File: src/rtl/team_06_echo_ctrl_if.sv
// Echo controller bus: effect-side sample/search signals and the sample RAM request port.
// The controller takes the master modport; the effect/RAM environment takes the slave modport.
interface team_06_echo_ctrl_if #(
  parameter int ADDR_W = 13,
  parameter int DATA_W = 8
);
  logic              sample_tick;
  logic              search;
  logic [ADDR_W-1:0] offset;
  logic [DATA_W-1:0] save_audio;
  logic [DATA_W-1:0] past_output;
  logic              search_enable;
  logic              mem_req;
  logic              mem_we;
  logic [ADDR_W-1:0] mem_addr;
  logic [DATA_W-1:0] mem_wdata;
  logic [DATA_W-1:0] mem_rdata;
  logic              mem_ack;
  logic              busy;
  logic              overrun;

  modport master (
    input  sample_tick, search, offset, save_audio, mem_rdata, mem_ack,
    output past_output, search_enable, mem_req, mem_we, mem_addr, mem_wdata, busy, overrun
  );

  modport slave (
    output sample_tick, search, offset, save_audio, mem_rdata, mem_ack,
    input  past_output, search_enable, mem_req, mem_we, mem_addr, mem_wdata, busy, overrun
  );
endinterface

File: src/rtl/team_06_echo_ctrl.sv
// Echo delay-buffer sequencer: writes each tick's sample to a circular RAM buffer, then
// optionally reads the sample `offset` back; ticks arriving while busy are dropped.
module team_06_echo_ctrl #(
  parameter int ADDR_W = 13,
  parameter int DATA_W = 8
) (
  input logic                clk,
  input logic                rst,
  team_06_echo_ctrl_if.master bus
);
  typedef enum logic [1:0] {IDLE, WRITE, READ, DONE} state_t;

  localparam logic [ADDR_W-1:0] FILL_MAX = '1;
  localparam logic [ADDR_W-1:0] ONE      = ADDR_W'(1);

  state_t            state;
  logic [ADDR_W-1:0] wr_ptr;
  logic [ADDR_W-1:0] fill;
  logic [ADDR_W-1:0] offset_q;
  logic              search_q;
  logic              no_history;

  // Offset 0 or reaching past the stored history yields silence without a RAM read.
  assign no_history = (offset_q == '0) || (offset_q > fill);
  assign bus.busy   = (state != IDLE);

  always_ff @(posedge clk or posedge rst) begin
    if (rst) begin
      state             <= IDLE;
      wr_ptr            <= '0;
      fill              <= '0;
      offset_q          <= '0;
      search_q          <= 1'b0;
      bus.past_output   <= '0;
      bus.search_enable <= 1'b0;
      bus.mem_req       <= 1'b0;
      bus.mem_we        <= 1'b0;
      bus.mem_addr      <= '0;
      bus.mem_wdata     <= '0;
      bus.overrun       <= 1'b0;
    end else begin
      bus.overrun       <= bus.sample_tick && (state != IDLE);
      bus.search_enable <= 1'b0;
      case (state)
        IDLE: begin
          if (bus.sample_tick) begin
            search_q      <= bus.search;
            offset_q      <= bus.offset;
            bus.mem_req   <= 1'b1;
            bus.mem_we    <= 1'b1;
            bus.mem_addr  <= wr_ptr;
            bus.mem_wdata <= bus.save_audio;
            state         <= WRITE;
          end
        end
        WRITE: begin
          if (bus.mem_ack) begin
            wr_ptr        <= wr_ptr + ONE;
            if (fill != FILL_MAX) fill <= fill + ONE;
            bus.mem_req   <= 1'b0;
            bus.mem_we    <= 1'b0;
            bus.mem_addr  <= '0;
            bus.mem_wdata <= '0;
            if (!search_q) begin
              state <= IDLE;
            end else if (no_history) begin
              bus.past_output   <= '0;
              bus.search_enable <= 1'b1;
              state             <= DONE;
            end else begin
              // Read address uses the pre-increment pointer, modulo buffer depth.
              bus.mem_req  <= 1'b1;
              bus.mem_addr <= wr_ptr - offset_q;
              state        <= READ;
            end
          end
        end
        READ: begin
          if (bus.mem_ack) begin
            bus.past_output   <= bus.mem_rdata;
            bus.search_enable <= 1'b1;
            bus.mem_req       <= 1'b0;
            bus.mem_addr      <= '0;
            state             <= DONE;
          end
        end
        DONE:    state <= IDLE;
        default: state <= IDLE;
      endcase
    end
  end
endmodule

File: src/flat_wrapper.sv
// flat-port wrapper written by rule: the top's interface ports become plain ports
module team_06_echo_ctrl_flat 
#(
  parameter int ADDR_W = 13,
  parameter int DATA_W = 8
)
  (clk, rst, bus_sample_tick, bus_search, bus_offset, bus_save_audio, bus_mem_rdata, bus_mem_ack, bus_past_output, bus_search_enable, bus_mem_req, bus_mem_we, bus_mem_addr, bus_mem_wdata, bus_busy, bus_overrun);
  team_06_echo_ctrl_if #(.ADDR_W(ADDR_W), .DATA_W(DATA_W)) bus_i ();
  input logic clk;
  input logic rst;
  input wire logic [$bits(bus_i.sample_tick)-1:0] bus_sample_tick;
  input wire logic [$bits(bus_i.search)-1:0] bus_search;
  input wire logic [$bits(bus_i.offset)-1:0] bus_offset;
  input wire logic [$bits(bus_i.save_audio)-1:0] bus_save_audio;
  input wire logic [$bits(bus_i.mem_rdata)-1:0] bus_mem_rdata;
  input wire logic [$bits(bus_i.mem_ack)-1:0] bus_mem_ack;
  output wire logic [$bits(bus_i.past_output)-1:0] bus_past_output;
  output wire logic [$bits(bus_i.search_enable)-1:0] bus_search_enable;
  output wire logic [$bits(bus_i.mem_req)-1:0] bus_mem_req;
  output wire logic [$bits(bus_i.mem_we)-1:0] bus_mem_we;
  output wire logic [$bits(bus_i.mem_addr)-1:0] bus_mem_addr;
  output wire logic [$bits(bus_i.mem_wdata)-1:0] bus_mem_wdata;
  output wire logic [$bits(bus_i.busy)-1:0] bus_busy;
  output wire logic [$bits(bus_i.overrun)-1:0] bus_overrun;
  assign bus_i.sample_tick = bus_sample_tick;
  assign bus_i.search = bus_search;
  assign bus_i.offset = bus_offset;
  assign bus_i.save_audio = bus_save_audio;
  assign bus_i.mem_rdata = bus_mem_rdata;
  assign bus_i.mem_ack = bus_mem_ack;
  assign bus_past_output = bus_i.past_output;
  assign bus_search_enable = bus_i.search_enable;
  assign bus_mem_req = bus_i.mem_req;
  assign bus_mem_we = bus_i.mem_we;
  assign bus_mem_addr = bus_i.mem_addr;
  assign bus_mem_wdata = bus_i.mem_wdata;
  assign bus_busy = bus_i.busy;
  assign bus_overrun = bus_i.overrun;
  team_06_echo_ctrl #(.ADDR_W(ADDR_W), .DATA_W(DATA_W)) u_core (.clk(clk), .rst(rst), .bus(bus_i));
endmodule
File: config.mk
export PLATFORM = sky130hd
export DESIGN_NAME = team_06_echo_ctrl_flat
export DESIGN_NICKNAME = d
export VERILOG_FILES = /design/src/rtl/team_06_echo_ctrl_if.sv /design/src/rtl/team_06_echo_ctrl.sv /design/src/flat_wrapper.sv
export SDC_FILE = /design/constraint.sdc
export NUM_CORES = 1
export LEC_CHECK = 0
export BUFFER_PORTS_ARGS = -buffer_cell sky130_fd_sc_hd__buf_4
export CAP_MARGIN = 10
export CORE_ASPECT_RATIO = 0.7
export CORE_UTILIZATION = 35
export DETAILED_ROUTE_END_ITERATION = 6
export SETUP_SLACK_MARGIN = 0.5
export SLEW_MARGIN = 15
export SYNTH_ARGS = -nofsm -noshare
export SYNTH_HDL_FRONTEND = slang
export SYNTH_SLANG_ARGS = --single-unit
File: constraint.sdc
create_clock -name clk -period 2.7 [get_ports clk]
set_clock_uncertainty 0.1 [all_clocks]
set_input_delay 0.27 -clock clk [delete_from_list [all_inputs] [get_ports clk]]
set_output_delay 0.27 -clock clk [all_outputs]
set_load 0.005 [all_outputs]
==> impl_metrics.sql, run 1 <==
INSERT INTO impl_metrics (metric_group, metric, value, unit) VALUES
('die', 'die_y', '94.5', 'um'),
('setup_path', 'worst_setup_path_end_kind', 'flop', ''),
('detailed_routing', 'detailedRoute.firstIterationViolations', '195', ''),
('setup_path', 'critPathKind', 'flop to flop', ''),
('detailed_routing', 'topRoutingLayerUsed', 'met4', ''),
('timing', 'final_min_period_over_clock_period', '0.897', ''),
('detailed_routing', 'final_antenna_net_count', '0', ''),
('final_layout', 'flow.area_growth_from_synthesis', '35.2', '%'),
('synthesis', 'synth_top_cells_by_area', 'dfrtp_1 44%, ha_1 9.1%, xnor2_1 5.3%', ''),
('final_layout', 'post_layout_nonfiller_instances', '685', ''),
('global_route', 'grt_pass1_wl', '17800', 'um'),
('setup_path', 'worst-endpoint-required', '2840', 'ps'),
('final_layout', 'layout-drive-gt1-share', '0.354', ''),
('synthesis', 'synthDistinctLibCells', '56', ''),
('timing', 'hold_viol', '33', ''),
('detailed_routing', 'met2WireLength', '4280', 'um'),
('global_route', 'global_route_overflow', '0', ''),
('setup_path', 'critical_path.reg2reg.startpoint', 'u_core.wr_ptr[0]$_DFFE_PP0P_', ''),
('timing', 'actual_slew_at_the_worst_max_slew_pin', '819', 'ps'),
('timing', 'hold-worst-slack', '-16.3', 'ps'),
('synthesis', 'synth-warning-count', '0', ''),
('global_route', 'antenna_violations_before_repair', '0', ''),
('clock_network', 'total_cts_buffers', '9', ''),
('die', 'fp-row-count', '33', ''),
('clock_network', 'cts-hold-fix-buffers', '0', ''),
('synthesis', 'post_synth_most_frequent_cells', '75 x dfrtp_1, 43 x inv_1, 31 x ha_1, 27 x nand2_1, 26 x xnor2_1', ''),
('detailed_routing', 'drc', '0', ''),
('timing', 'count_of_pins_over_their_slew_limit', '0', ''),
('outcome', 'status', 'complete, but fails checks', ''),
('die', 'coreArea', '11800', 'um^2'),
('power_and_ir_drop', 'peakVddDrop', '0.000527', 'V'),
('flow_run', 'max-cap-violations', '0', ''),
('detailed_routing', 'routed_wire_length', '10800', 'um'),
('setup_path', 'crit_fanout', '2', ''),
('timing', 'grt_setup_unrepaired', 'yes', ''),
('hold_path', 'hold_path_class', 'input port to async pin', ''),
('power_and_ir_drop', 'leakage_power', '2.68', 'nW'),
('final_layout', 'insertedDiodeCount', '0', ''),
('detailed_routing', 'wire_per_inst', '15.7', 'um'),
('final_layout', 'num-nets-final', '589', ''),
('synthesis', 'postSynth.topFlopCell', 'dfrtp_1', ''),
('detailed_routing', 'number_of_detailed_routing_iterations_run_before_antenna_repair', '4', ''),
('global_route', 'track_usage', '0.183', ''),
('timing', 'max_freq', '413', 'MHz'),
('place', 'gp_routability_congestion', '0.929', ''),
('power_and_ir_drop', 'power_per_cell_area', '1250', 'nW/um^2'),
('timing', 'timing.max_slew.rel_slack', '0.453', ''),
('clock_network', 'clock_sink_count', '75', ''),
('synthesis', 'postSynthNetCount', '485', ''),
('place', 'dpl.hpwl', '7750', 'um'),
('clock_network', 'clk_tree_root_cell', 'clkbuf_16', ''),
('clock_network', 'max-clock-path-buffers', '2', ''),
('outcome', 'violated_checks', 'hold timing', ''),
('detailed_routing', 'detailroute.wirelength.met3', '650', 'um'),
('global_route', 'grt_pass1_vias', '3455', ''),
('timing', 'setup-violations-final', '0', ''),
('die', 'fp.dieW', '134', 'um'),
('clock_network', 'htreeDepth', '3', ''),
('synthesis', 'flops_latches_synth', '75', ''),
('timing', 'setup_tns', '0', 'ps'),
('setup_path', 'start_kind', 'flop', ''),
('detailed_routing', 'met1Wirelength', '5630', 'um'),
('place', 'placedCellCount', '639', ''),
('synthesis', 'synthCells', '419', ''),
('synthesis', 'avgSynthCellArea', '10.2', 'um^2'),
('synthesis', 'synth_enable_flop_cells', '0', ''),
('synthesis', 'yosysMostFrequentCell', 'dfrtp_1', ''),
('synthesis', 'synth_top_area_share', '0.439', ''),
('setup_path', 'worst-r2r-setup-slack', '280', 'ps'),
('die', 'floorplan.initialDensity', '0.362', ''),
('clock_network', 'insertion_delay', '340', 'ps');
area by class of cell:
type                            instances  area [um^2]
Fill cell                            1088         6030
Multi-Input combinational cell        287         2340
Sequential cell                        75         1880
Timing Repair Buffer                  107          863
Clock buffer                            9          225
Tap cell                              157          196
Inverter                               43          165
Clock inverter                          7          106
sequential cells by signal (all words and copies together) (netlist names), named ones only:
register,count
u_core.offset_q,13
u_core.search_q,1
u_core.bus.past_output,8
u_core.state,1
u_core.bus.mem_addr,13
u_core.bus.mem_req,1
u_core.bus.mem_we,1
u_core.bus.overrun,1
u_core.bus.search_enable,1
u_core.bus.mem_wdata,8
u_core.wr_ptr,13
u_core.fill,13
power by group:
group / leakage [nW] / switching, mW / internal, mW / total [mW]
logic: 1.58 / 1.95 / 2.01 / 3.96
registers: 0.938 / 0.358 / 1.54 / 1.90
clock network: 0.163 / 0.512 / 0.827 / 1.34
through the flow:
step	setup WS, ps	area (um^2)	total power [mW]	util	hold slack [ps]
2_1_floorplan	339	4280	3.98	-	303
3_3_place_gp	240	5000	4.96	0.424	371
3_5_place_dp	161	5000	5.02	0.424	375
4_1_cts	277	5630	6.91	0.477	9.76
5_1_grt	111	5780	7.74	0.490	42.9
6_report	277	5780	7.20	0.490	-16.3
critical path: stages (launching register included):
cell	delay [ps]
dfrtp_1	390
inv_2	80
ha_4	130
inv_2	30
fa_2	330
a21o_1	180
a221o_1	330
a2111oi_2	320
nor2_1	90
xnor2_1	130
o311ai_1	210
timing repair:
action / in CTS / in global routing
pin swaps: 29 / 22
resized for setup: 29 / 19
buffers inserted: 20 / 10
endpoints found under the setup margin: 36 / 31
metal layers:
metal	up-vias	GRT usage
li1	1689	-
met1	1619	0.276
met2	94	0.258
met3	14	0.0370
met4	0	0.0562
met5	-	0
placed cells by master (no fill, tap or decap), types with 3 or more instances in the layout:
master     netlist  final
inv_2            0      4
ha_4             0      6
ha_2             0      3
or2_2            3      3
nand2_1         27     26
nand2b_1        10     10
xnor2_1         26     25
nor2b_1          6      5
o31ai_1          3      3
ha_1            31     22
buf_4            1     99
nand4_1         18     18
mux2i_1          8      8
and3_1           4      4
dfrtp_1         75     71
a21o_1           9      9
a22o_1           8      8
a21oi_1         15      9
buf_6            0      4
inv_1           43     38
nor3b_1          3      3
clkbuf_16        0      9
a31oi_1         10     10
nand3_1         12     12
nor2_1          21     19
buf_12           0      3
and4_1           3      3
mux2_2          15     15
o21ai_1          2      4
dfrtp_2          0      4
inv_6            0      3
xor2_1           7      7
a21oi_2          1      5
o21ai_0          9      6
worst max-delay path by stage:
stage                                       from                             endpoint  slack [ps]  cells after the start
floorplan           u_core.wr_ptr[0]$_DFFE_PP0P_  u_core.bus.mem_addr[12]$_DFFE_PP0P_         340                     10
global placement    u_core.wr_ptr[0]$_DFFE_PP0P_  u_core.bus.mem_addr[12]$_DFFE_PP0P_         240                     10
detailed placement  u_core.wr_ptr[0]$_DFFE_PP0P_  u_core.bus.mem_addr[12]$_DFFE_PP0P_         160                     10
CTS                 u_core.wr_ptr[0]$_DFFE_PP0P_  u_core.bus.mem_addr[12]$_DFFE_PP0P_         280                     10
global route        u_core.wr_ptr[0]$_DFFE_PP0P_  u_core.bus.mem_addr[12]$_DFFE_PP0P_         110                     10
finish              u_core.wr_ptr[0]$_DFFE_PP0P_  u_core.bus.mem_addr[12]$_DFFE_PP0P_         280                     10
kinds of logic (layout without fill, tap and decap cells):
group	Yosys count	count (layout)	synth area share
and+or+nand+nor	122	122	0.152
AOI/OAI and AO/OA	77	77	0.134
DFF	75	75	0.439
buffers and inverters	57	166	0.0533
xor gates and xnor gates	33	33	0.0676
adders and majority gates	32	32	0.0954
muxes	23	23	0.0582
No activity file was read; power rests on OpenSTA's default activity.
==> inputs of run 2 (changes only) <==
- CORE_UTILIZATION: 35 -> 51
- PLACE_DENSITY: default -> 0.76
==> run 2 against run 1 <==
Net effect:
- non-clock buffer count is 14 higher
- register-to-register slack worse by 150 ps
- global-route usage is 8.3 points higher
- sequential share of layout area is 0.48 points lower
- clock power is 13% lower
- largest cell class unchanged
- sequential power hardly changed
- the flow finishes with violations (DRC)
- final cell count is 6.1% lower
- via count is 9.0% higher
- combinational power is 10% higher
- die area is 31% lower
- cell area is 1.7% higher
- total power is 3.6% higher
==> impl_metrics.sql, run 2 (synthesis gave the netlist of run 1 again) <==
INSERT INTO impl_metrics (metric_group, metric, value, unit) VALUES
('outcome', 'status', 'complete, but fails checks', ''),
('outcome', 'violated_checks', 'DRC', ''),
('die', 'fp.dieW', '111', 'um'),
('place', 'dpl.hpwl', '7280', 'um'),
('timing', 'actual_slew_at_the_worst_max_slew_pin', '823', 'ps'),
('hold_path', 'hold_path_startpoint', 'bus_save_audio[4]', ''),
('setup_path', 'worst-r2r-setup-slack', '130', 'ps'),
('timing', 'setup_tns', '0', 'ps'),
('die', 'fp-row-count', '27', ''),
('hold_path', 'hold_end', 'u_core.bus.mem_wdata[4]$_DFFE_PP0P_', ''),
('clock_network', 'clk_tree_root_cell', 'clkbuf_16', ''),
('setup_path', 'critical_path.reg2reg.startpoint', 'u_core.wr_ptr[0]$_DFFE_PP0P_', ''),
('timing', 'grt_setup_unrepaired', 'yes', ''),
('clock_network', 'clock_transition_at_path_regs', '60', 'ps'),
('detailed_routing', 'vias_per_cell', '5.79', ''),
('global_route', 'track_usage', '0.265', ''),
('clock_network', 'insertion_delay', '340', 'ps'),
('setup_path', 'worst_path_most_repeated_cell', 'inv_2', ''),
('power_and_ir_drop', 'leakage_power', '2.72', 'nW'),
('power_and_ir_drop', 'power_per_cell_area', '1270', 'nW/um^2'),
('timing', 'count_of_pins_over_their_slew_limit', '0', ''),
('die', 'coreArea', '8010', 'um^2'),
('setup_path', 'worst-endpoint-required', '2820', 'ps'),
('final_layout', 'insertedDiodeCount', '0', ''),
('final_layout', 'most_common_library_cell_in_the_layout_ignoring_fill_and_taps', 'buf_4', ''),
('die', 'ios', '68', ''),
('detailed_routing', 'drc', '11', ''),
('detailed_routing', 'number_of_detailed_routing_iterations_run_before_antenna_repair', '7', ''),
('final_layout', 'layout_common_cells', '110 x buf_4, 68 x dfrtp_1, 34 x inv_1', ''),
('clock_network', 'max-clock-path-buffers', '2', ''),
('final_layout', 'layout-drive-gt1-share', '0.402', ''),
('setup_path', 'critPathKind', 'flop to flop', ''),
('detailed_routing', 'routed-via-count', '3724', ''),
('global_route', 'antenna_violations_before_repair', '0', ''),
('timing', 'layout_min_cycle_time', '2570', 'ps'),
('place', 'gp_routability_congestion', '0.906', ''),
('power_and_ir_drop', 'power.total', '7.46', 'mW'),
('timing', 'hold-worst-slack', '51.8', 'ps'),
('die', 'floorplan.initialDensity', '0.534', ''),
('place', 'port_buffers', '67', ''),
('final_layout', 'fill_cell_instance_count_of_the_final_layout', '538', ''),
('timing', 'hold_viol', '0', ''),
('timing', 'timing.final.ws_setup', '126', 'ps'),
('die', 'die_area', '8760', 'um^2'),
('detailed_routing', 'detailedRoute.firstIterationViolations', '280', ''),
('detailed_routing', 'wire_per_inst', '18.1', 'um'),
('clock_network', 'total_cts_buffers', '9', ''),
('clock_network', 'tritoncts', 'done', ''),
('clock_network', 'htreeDepth', '3', ''),
('global_route', 'grt_max_degree', '41', ''),
('setup_path', 'worst_setup_path_end_kind', 'flop', ''),
('setup_path', 'path_cells', 'inv_2 > ha_4 > inv_2 > fa_2 > a21o_1 > a221o_1 > a2111oi_2 > nor2_1 > xnor2_1 > o311ai_1', ''),
('setup_path', 'reg_to_reg_end', 'u_core.bus.mem_addr[12]$_DFFE_PP0P_', ''),
('setup_path', 'worst_path_largest_cell_delay', '400', 'ps'),
('global_route', 'global_route_overflow', '0', ''),
('timing', 'setup-violations-final', '0', ''),
('final_layout', 'flow.area_growth_from_synthesis', '37.5', '%'),
('global_route', 'grt_pass1_wl', '18100', 'um'),
('power_and_ir_drop', 'peakVddDrop', '0.000588', 'V'),
('detailed_routing', 'routed_wire_length', '11600', 'um'),
('final_layout', 'num-nets-final', '603', ''),
('hold_path', 'hold_path_depth', '2', ''),
('timing', 'max_freq', '389', 'MHz'),
('timing', 'final_min_period_over_clock_period', '0.953', ''),
('place', 'pre_cts_ws', '203', 'ps'),
('setup_path', 'cp_data_arrival_time', '2700', 'ps'),
('global_route', 'grt_pass1_vias', '3650', ''),
('timing', 'timing.max_slew.rel_slack', '0.450', ''),
('setup_path', 'reg2reg_depth', '10', ''),
('clock_network', 'clock_sink_count', '75', ''),
('setup_path', 'crit_fanout', '2', ''),
('setup_path', 'start_kind', 'flop', ''),
('final_layout', 'final_core_utilization', '0.734', ''),
('hold_path', 'hold_path_class', 'input port to flop', ''),
('flow_run', 'max-cap-violations', '0', ''),
('die', 'die_y', '78.6', 'um'),
('detailed_routing', 'final_antenna_net_count', '0', ''),
('setup_path', 'slowest_cp_cell', 'dfrtp_1', '');
[run 2: how the worst max path moves through the flow]
| stage | startpoint | end | depth (start not counted) |
|---|---|---|---|
| after floorplan | u_core.wr_ptr[0]$_DFFE_PP0P_ | u_core.bus.mem_addr[12]$_DFFE_PP0P_ | 10 |
| after global placement | u_core.wr_ptr[0]$_DFFE_PP0P_ | u_core.bus.mem_addr[12]$_DFFE_PP0P_ | 10 |
| after detailed placement | u_core.wr_ptr[0]$_DFFE_PP0P_ | u_core.bus.mem_addr[12]$_DFFE_PP0P_ | 10 |
| after CTS | u_core.wr_ptr[0]$_DFFE_PP0P_ | u_core.bus.mem_addr[12]$_DFFE_PP0P_ | 10 |
| after global routing | u_core.wr_ptr[0]$_DFFE_PP0P_ | u_core.bus.mem_addr[12]$_DFFE_PP0P_ | 10 |
| final | u_core.wr_ptr[0]$_DFFE_PP0P_ | u_core.bus.mem_addr[12]$_DFFE_PP0P_ | 10 |
[run 2: final cells by class]
class                      instances  area, um^2  area share
clock buffer                       9         225      0.0383
clock inverter                     7        66.3      0.0113
inverter                          43         165      0.0281
multi-input combinational        287        2440       0.416
sequential                        75        1890       0.321
tap                              101         126      0.0215
timing repair buffer             121         966       0.164
[run 2: metal layers]
| layer | wire length (um) | GRT usage | part of all wire | up-vias |
|---|---|---|---|---|
| met5 | 0 | 0 | 0 | - |
| met2 | 5420 | 0.408 | 0.47 | 188 |
| met1 | 5010 | 0.362 | 0.43 | 1791 |
| li1 | - | - | - | 1717 |
| met3 | 1000 | 0.0680 | 0.086 | 28 |
| met4 | 216 | 0.0973 | 0.019 | 0 |
[run 2: timing repair]
item | 4_1_cts | 5_1_grt
hold buffers | 1 | 0
hold endpoints to repair | 31 | 0
setup endpoints to repair | 33 | 35
pin swaps | 27 | 25
gates resized for setup | 34 | 36
buffers inserted | 30 | 14
gates cloned | 1 | 0
[run 2: where the power goes]
part / switching, mW / internal (mW) / leakage (nW) / total [mW]
registers: 0.379 / 1.54 / 0.933 / 1.92
logic: 2.13 / 2.23 / 1.64 / 4.36
clock network: 0.464 / 0.711 / 0.145 / 1.17
total: 2.98 / 4.48 / 2.72 / 7.46
[run 2: through the flow]
stage / cells / instance area, um^2
2_1_floorplan: 419 / 4280
3_3_place_gp: 581 / 4920
3_5_place_dp: 581 / 4920
4_1_cts: 629 / 5600
5_1_grt: 643 / 5880
6_report: 643 / 5880
[run 2: critical path: cells and delay by family (launching register included)]
kind	cells	cell delay, ps
AOI/OAI and AO/OA	4	1130
xor gates and xnor gates	1	150
adders and majority gates	2	480
buffers and inverters	2	120
DFF	1	400
and+or+nand+nor	1	100
==> inputs of run 3 (changes only) <==
- CORE_ASPECT_RATIO: 0.7 -> default
==> run 3 against run 2 <==
Net effect:
- critical path depth stayed put
- via count down 5.7%
- final cell count fell by 2.2%
- non-clock buffer count decreased by 18
- the flow now finishes without violations
- first-iteration DRC count fell by 18%
- worst setup slack improved by 22 ps
- maximum frequency up 0.86%
- utilization is 4.7 points lower
- critical path type unchanged
- highest routed layer unchanged
- routed wire length decreased by 10%
- flip-flop and latch count unchanged
- die area barely moved
==> impl_metrics.sql, run 3 (synthesis gave the netlist of run 1 again) <==
INSERT INTO impl_metrics (metric_group, metric, value, unit) VALUES
('place', 'port_buffers', '67', ''),
('clock_network', 'clock_transition_at_path_regs', '80', 'ps'),
('setup_path', 'worst_setup_path_end_kind', 'flop', ''),
('final_layout', 'post_layout_nonfiller_instances', '629', ''),
('clock_network', 'tritoncts', 'done', ''),
('die', 'fp.dieW', '93.6', 'um'),
('clock_network', 'clk_tree_root_cell', 'clkbuf_8', ''),
('global_route', 'antenna_violations_before_repair', '0', ''),
('detailed_routing', 'drc', '0', ''),
('die', 'ios', '68', ''),
('detailed_routing', 'detailedRoute.firstIterationViolations', '230', ''),
('timing', 'setup_tns', '0', 'ps'),
('global_route', 'grt_pass1_vias', '3433', ''),
('final_layout', 'most_common_library_cell_in_the_layout_ignoring_fill_and_taps', 'buf_4', ''),
('hold_path', 'hold_path_depth', '2', ''),
('clock_network', 'max-clock-path-buffers', '2', ''),
('clock_network', 'insertion_delay', '360', 'ps'),
('global_route', 'global_route_overflow', '0', ''),
('detailed_routing', 'routed_wire_length', '10400', 'um'),
('power_and_ir_drop', 'clock_power_share', '0.149', ''),
('setup_path', 'cp_data_arrival_time', '2710', 'ps'),
('die', 'die_area', '8750', 'um^2'),
('power_and_ir_drop', 'p_int', '4.07', 'mW'),
('timing', 'actual_slew_at_the_worst_max_slew_pin', '778', 'ps'),
('setup_path', 'critPathKind', 'flop to flop', ''),
('timing', 'count_of_pins_over_their_slew_limit', '0', ''),
('global_route', 'grt_pass1_wl', '16300', 'um'),
('final_layout', 'fill_cell_instance_count_of_the_final_layout', '597', ''),
('detailed_routing', 'number_of_detailed_routing_iterations_run_before_antenna_repair', '4', ''),
('timing', 'hold_viol', '0', ''),
('detailed_routing', 'final_antenna_net_count', '0', ''),
('final_layout', 'layout_common_cells', '95 x buf_4, 72 x dfrtp_1, 36 x inv_1', ''),
('power_and_ir_drop', 'seq_power_share', '0.279', ''),
('place', 'placedCellCount', '584', ''),
('clock_network', 'clock_sink_count', '75', ''),
('place', 'gp_routability_congestion', '0.865', ''),
('power_and_ir_drop', 'peakVddDrop', '0.000563', 'V'),
('outcome', 'status', 'completed', ''),
('clock_network', 'total_cts_buffers', '9', ''),
('die', 'coreArea', '8180', 'um^2'),
('die', 'die_y', '93.6', 'um'),
('place', 'pre_cts_ws', '112', 'ps'),
('final_layout', 'area.sequential', '1880', 'um^2'),
('timing', 'final_min_period_over_clock_period', '0.945', ''),
('final_layout', 'multiInputGateArea', '2380', 'um^2'),
('timing', 'layout_min_cycle_time', '2550', 'ps'),
('final_layout', 'layout-drive-gt1-share', '0.342', ''),
('timing', 'setup-violations-final', '0', ''),
('die', 'fp-row-count', '33', ''),
('global_route', 'track_usage', '0.243', ''),
('final_layout', 'num-nets-final', '585', ''),
('clock_network', 'htreeDepth', '3', ''),
('setup_path', 'start_kind', 'flop', ''),
('setup_path', 'worst-endpoint-required', '2850', 'ps'),
('power_and_ir_drop', 'power.total', '6.79', 'mW'),
('detailed_routing', 'routed-via-count', '3510', ''),
('flow_run', 'max-cap-violations', '0', ''),
('power_and_ir_drop', 'leakage_power', '2.62', 'nW'),
('power_and_ir_drop', 'sw_frac_of_total', '0.400', ''),
('setup_path', 'crit_fanout', '2', ''),
('setup_path', 'reg2reg_depth', '10', ''),
('die', 'floorplan.initialDensity', '0.523', ''),
('power_and_ir_drop', 'net_sw_power', '2.72', 'mW'),
('timing', 'timing.max_slew.rel_slack', '0.480', ''),
('timing', 'timing.final.ws_setup', '148', 'ps'),
('hold_path', 'hold_path_class', 'input port to flop', ''),
('timing', 'max_freq', '392', 'MHz'),
('final_layout', 'flow.area_growth_from_synthesis', '31.3', '%'),
('detailed_routing', 'vias_per_cell', '5.58', ''),
('power_and_ir_drop', 'power_per_cell_area', '1210', 'nW/um^2'),
('timing', 'grt_setup_unrepaired', 'yes', ''),
('global_route', 'grt_max_degree', '42', ''),
('final_layout', 'insertedDiodeCount', '0', ''),
('detailed_routing', 'wire_per_inst', '16.6', 'um'),
('place', 'dpl.hpwl', '6960', 'um'),
('timing', 'hold-worst-slack', '29.3', 'ps'),
('power_and_ir_drop', 'power.share.combinational', '0.572', '');
run 3: changes by cell type in the layout (fill, tap and decap cells not counted), moves of 5 or more:
cell       previous run  this run
a21oi_1               8        13
a21oi_2               7         2
buf_4               110        95
clkbuf_16             9         0
clkbuf_8              0        10
ha_1                 15        21
run 3: repair_timing:
item,in CTS,in global routing
endpoints found under the hold margin,34,0
gates resized for setup,26,19
setup buffers,20,8
setup endpoints to repair,41,33
pin swaps,16,22
hold buffers,1,0
cloned,0,0
run 3: final cells by class:
cell class,count,area share
clock buffer,10,0.0245
clock inverter,6,0.0167
inverter,43,0.0294
multi-input combinational,287,0.423
sequential,75,0.335
tap,105,0.0234
timing repair buffer,103,0.148
run 3: final timing paths:
kind	start	endpoint	slack, ps
max reg2reg	u_core.wr_ptr[0]$_DFFE_PP0P_	u_core.bus.mem_addr[12]$_DFFE_PP0P_	150
min reg2reg	u_core.bus.mem_we$_DFFE_PP0P_	u_core.bus.mem_we$_DFFE_PP0P_	380
min in group asynchronous	rst	u_core.fill[11]$_DFFE_PP0P_	490
max in group asynchronous	rst	u_core.offset_q[12]$_DFFE_PP0P_	1350
min	bus_save_audio[4]	u_core.bus.mem_wdata[4]$_DFFE_PP0P_	30
max	u_core.wr_ptr[0]$_DFFE_PP0P_	u_core.bus.mem_addr[12]$_DFFE_PP0P_	150
run 3: power groups by stage:
stage          clock, mW  sequential (mW)  combinational, mW
3_5_place_dp           0             1.92               2.96
3_3_place_gp           0             1.89               2.87
4_1_cts             1.02             1.88               3.47
6_report            1.01             1.89               3.88
5_1_grt             1.07             1.94               4.26
2_1_floorplan          0             1.84               2.14
run 3: metal layers:
layer / up-vias / GRT usage / part of all wire
li1: 1674 / - / -
met1: 1717 / 0.302 / 0.43
met2: 92 / 0.409 / 0.50
met3: 27 / 0.0415 / 0.043
met4: 0 / 0.121 / 0.026
met5: - / 0 / 0
run 3: per-stage QoR:
| step | cell area, um^2 | util |
|---|---|---|
| 2_1_floorplan | 4280 | - |
| 3_3_place_gp | 4910 | 0.601 |
| 3_5_place_dp | 4910 | 0.601 |
| 4_1_cts | 5450 | 0.667 |
| 5_1_grt | 5610 | 0.687 |
| 6_report | 5610 | 0.687 |
run 3: worst max-delay path, stage by stage (launching register included):
cell and delay (ps):
dfrtp_1 390, inv_2 90, ha_4 140, inv_2 40, fa_2 330, a21o_1 200, a221o_1 360, a2111oi_4 330
nor2_1 90, xnor2_1 160, o311ai_2 230
